[config.mk]
export PLATFORM = sky130hd
export DESIGN_NAME = sat_counter
export DESIGN_NICKNAME = d
export VERILOG_FILES = /design/src/rtl/sat_counter.sv
export SDC_FILE = /design/constraint.sdc
export NUM_CORES = 1
export LEC_CHECK = 0
export ABC_AREA = 1
export CAP_MARGIN = 10
export CORE_ASPECT_RATIO = 1.1
export CORE_MARGIN = 3
export CORE_UTILIZATION = 33
export DETAILED_ROUTE_END_ITERATION = 16
export HOLD_SLACK_MARGIN = 0.08
export PLACE_DENSITY_LB_ADDON = 0.2
export SYNTH_ARGS = -nofsm -noshare
export SYNTH_HDL_FRONTEND = slang
export SYNTH_SLANG_ARGS = --single-unit
[constraint.sdc]
create_clock -name i_clk -period 1.3 [get_ports i_clk]
set_input_delay 0.325 -clock i_clk [delete_from_list [all_inputs] [get_ports i_clk]]
set_output_delay 0.325 -clock i_clk [all_outputs]
set_load 0.02 [all_outputs]
[src/rtl/sat_counter.sv]
// Up-counter that sticks at all-ones; a clear beats a same-cycle increment.
module sat_counter #(
  parameter int CNT_W = 16
) (
  input  logic             i_clk,
  input  logic             i_reset,
  input  logic             i_clr,
  input  logic             i_inc,
  output logic [CNT_W-1:0] o_value
);

  logic [CNT_W-1:0] r_value;

  always_ff @(posedge i_clk) begin
    if (i_reset || i_clr) begin
      r_value <= '0;
    end else if (i_inc && (r_value != '1)) begin
      r_value <= r_value + CNT_W'(1);
    end
  end

  assign o_value = r_value;

endmodule

Word level (Yosys, flattened, before mapping)
Cells that the tools add are included.
Storage, ports and cells
  register bits: 16
Operators by class
  equal/unequal tests: 1
  $add $sub $neg: 1
  reductions and logical operators: 2
Operator list (number)
  $add A16 B1 Y16 const B: 1
  $ne A16 B16 Y1 const B: 1
  $logic_and A1 B1 Y1: 1
  $logic_or A1 B1 Y1: 1

Logic depth before layout (Yosys ltp)
  depth in word-level cells: 2
  mapped depth: 9

Least setup slack after synthesis
No wires, ideal clock.
  path type: reg-to-reg
  start: register r_value[1], in the netlist o_value[1]
  end: register r_value[13], in the netlist o_value[13]
  setup time: 0.115 ns
  setup slack: -0.207 ns
  required time: 1.185 ns
  clock period less this slack: 1.507 ns
  cell stages (with the launch flop): 8
  arrival time: 1.391 ns
  cells stage by stage: dfxtp_1 -> ha_1 -> nand2_1 -> nor2_2 -> nand4_2 -> buf_6 -> a21oi_1 -> nor2_1
Between the ends
  cells in the longest elaborated chain, start to end: 2
  elaborated cells between the ends (all ways): 3
  classes of those cells: add/sub: 1; eq/ne: 1; reduce/logical: 1
RTL lines
  from (decl): RTL line 12  | logic [CNT_W-1:0] r_value;
  from (signal assigned): RTL line 18  | r_value <= r_value + CNT_W'(1);
  branches (longest 2 deep; another with $add A16 B1 Y16)
Several ways; the timed one is not identified.
A chain may end at the register's enable or synchronous reset.

Final worst setup path
  start: register r_value[0], in the netlist o_value[0]
  end: register r_value[2], in the netlist o_value[2]
The elaborated chain is that of the path after synthesis.

==> flow_summary_export.csv <==
group,metric,value,unit
routing,routed_via_density,4.83,
routing,drc_errors,0,
hold_path,hold_class,"reg2reg",
cts,clockBufferDepth,2,
yosys,synth_warnings,0,
cts,path_clk_slew,0.11,ns
cts,h-tree-depth,1,
sta,timing.hold.ws,0.524,ns
flow_run,maxCapViolCount,0,
yosys,synthCells,149,
critical_path,critPathArrivalTime,1.54,ns
sta,timing.final.crit_share,1.04,
yosys,yosysTopAreaCellShare,0.337,
sta,tightest_slew,0.199,ns
yosys,avgSynthCellArea,6.38,sq um
routing,drt_iter0_drc,47,
layout,largest_reg_flops,16,
status,status,"complete, but fails checks",
yosys,synth_edf_count,0,
yosys,synth.most_common_cell,"nand2_1",
placement,hpwl,1750,um
power,vdd_ir_drop_max,0.570,mV
routing,postRouteAntennaNets,0,
cts,clock_latency,0.29,ns
die,rows,19,
yosys,synth_area_leaders,"dfxtp_1 34%, nand2_1 15%, nor2_1 13%",
cts,numClockSinks,16,
critical_path,cp-startpoint,"o_value[0]",
cts,cts_tree,"built",
power,p_leak,0.564,nW
placement,portBuffers,19,
critical_path,worstPathCellList,"ha_4, nand2_4, nor2_4, nand2_2, nor2_4, nor2_4, a21oi_2, nor2_1",
layout,nFillCells,252,
yosys,synth_ff_type,"dfxtp_1",
routing,drt-total-wl,2460,um
die,start_util,0.364,
critical_path,criticalPathCategory,"reg2reg",
sta,max_slew_margin,0.867,
routing,wire_per_inst,11.4,um
layout,drive_gt1_frac,0.438,
routing,routed-via-count,1043,
yosys,synthDistinctLibCells,21,
yosys,synthTopCellsByCount,"38 x nand2_1, 34 x nor2_1, 16 x dfxtp_1",
global_routing,grt_pass1_vias,981,
critical_path,r2r_cells,8,
critical_path,cp-start-kind,"flip-flop",
yosys,ys_seq_area_frac,0.337,
critical_path,reg2reg_from,"o_value[0]",
sta,setup_ws,-0.0483,ns
power,power.density,637,mW/mm^2
layout,final_cells,216,
critical_path,cp_common_cell,"nor2_4",
placement,place.gp.congestion,0.838,
yosys,synth-seq-cells,16,
global_routing,grt_pass1_wl,4310,um
die,top_level_ports,20,
die,die_y,62.3,um
cts,cts-root-buf,"clkbuf_4",
sta,clock.fmax,742,MHz
yosys,synthArstFlopShare,0,
hold_path,hold_depth,2,
yosys,syn_nets,154,
global_routing,track_usage,0.147,
critical_path,critPathSlowestCell,"dfxtp_4",
sta,final_max_slew_viol_count,0,
yosys,synth_top_area_cell,"dfxtp_1",
layout,antennaDiodeCount,0,
global_routing,gr-total-overflow,0,
critical_path,endpoint_kind,"flip-flop",
layout,areaGrowthSynthToFinish,49.3,%
sta,fin_crit,1.35,ns
sta,final-setup-viol-count,3,
yosys,synthesis.area,951,sq um
status,violations,"negative setup slack",
critical_path,worstPathMaxFanout,5,
sta,rsz0062_at_grt,"true",
routing,drt_first_pass_iters,4,
die,dieArea,0.00356,sq mm
critical_path,cp_slowest_stage_delay,0.38,ns
sta,fin_worst_skew,0.00569,ns
sta,report.final.hold_viol_count,0,
power,power,0.000905,W
die,die_width,57.2,um
placement,dp.cells,211,
global_routing,antenna_found_initial,0,
die,fp.coreArea,0.00262,sq mm
hold_path,worstHoldStart,"o_value[5]",
cts,cts_buffers,3,
global_routing,grt_max_degree,17,
critical_path,cp.required,1.49,ns
layout,final_nets,191,
cell families after synthesis:
kind of cell / synth area share
AND/OR/NAND/NOR: 0.495
buffers and inverters: 0.0750
flip-flops: 0.337
AO/OA/AOI/OAI: 0.0803
adder cells (fa/ha/maj): 0.0132
routing by layer:
layer | share of wire | GRT usage
met1 | 0.47 | 0.189
met4 | 0.020 | 0.0522
met2 | 0.48 | 0.247
met5 | 0 | 0
met3 | 0.039 | 0.0186
final cells by class:
type | count | area (sq um) | area share
inverters | 14 | 53.8 | 0.0379
clock buffers | 4 | 36.3 | 0.0256
repair buffers | 34 | 269 | 0.189
well taps | 31 | 38.8 | 0.0273
flip-flops and latches | 16 | 350 | 0.247
multi-input cells | 117 | 672 | 0.473
placed cells by master, fill, tap and decap left out, types with 2 or more instances in the layout:
| master | instances |
|---|---|
| nand2_1 | 35 |
| nand2_4 | 2 |
| nand3_1 | 11 |
| nor2_2 | 4 |
| dfxtp_4 | 4 |
| nor2_4 | 10 |
| clkbuf_2 | 3 |
| clkdlybuf4s15_2 | 6 |
| o21ai_0 | 3 |
| buf_4 | 14 |
| a21oi_1 | 8 |
| nand3_2 | 2 |
| dfxtp_2 | 12 |
| buf_2 | 6 |
| clkdlybuf4s50_1 | 3 |
| nor2_1 | 27 |
| clkbuf_4 | 3 |
| inv_1 | 12 |
| nand4_1 | 3 |
| nand2_2 | 5 |
critical path, delay by kind of cell, from the launching register on:
kind / cells / cell delay, ns
and+or+nand+nor: 6 / 0.59
DFF: 1 / 0.38
AOI/OAI and AO/OA: 1 / 0.13
adders and majority gates: 1 / 0.15
path summary, 6_finish.rpt:
| kind | end | slack [ns] |
|---|---|---|
| max | o_value[2] | -0.05 |
| min | o_value[5] | 0.52 |
| max reg2reg | o_value[2] | -0.05 |
| min reg2reg | o_value[5] | 0.52 |
per-stage QoR:
stage | util | instance area, sq um | setup slack (ns) | TNS [ns]
6_report | 0.543 | 1420 | -0.0483 | -0.0634
3_5_place_dp | 0.497 | 1300 | -0.285 | -3.17
3_3_place_gp | 0.497 | 1300 | -0.275 | -3.20
4_1_cts | 0.544 | 1420 | -0.0442 | -0.238
2_1_floorplan | - | 985 | -0.00817 | -0.0226
5_1_grt | 0.543 | 1420 | -0.138 | -1.38
power breakdown:
group           total, W  internal [W]  leakage, nW  switching (W)
Sequential      0.000489      0.000486        0.138     0.00000347
Clock           0.000348      0.000171       0.0210       0.000177
Combinational  0.0000673     0.0000316        0.405      0.0000357
Total           0.000905      0.000688        0.564       0.000216
timing repair:
| action | CTS | global route |
|---|---|---|
| gates resized for setup | 64 | 20 |
| cloned | 0 | 0 |
| buffers inserted | 0 | 1 |
| pin swaps | 9 | 6 |
| setup endpoints to repair | 31 | 27 |
| hold buffers | 0 | 0 |
Power figures use the tool's default switching activity.
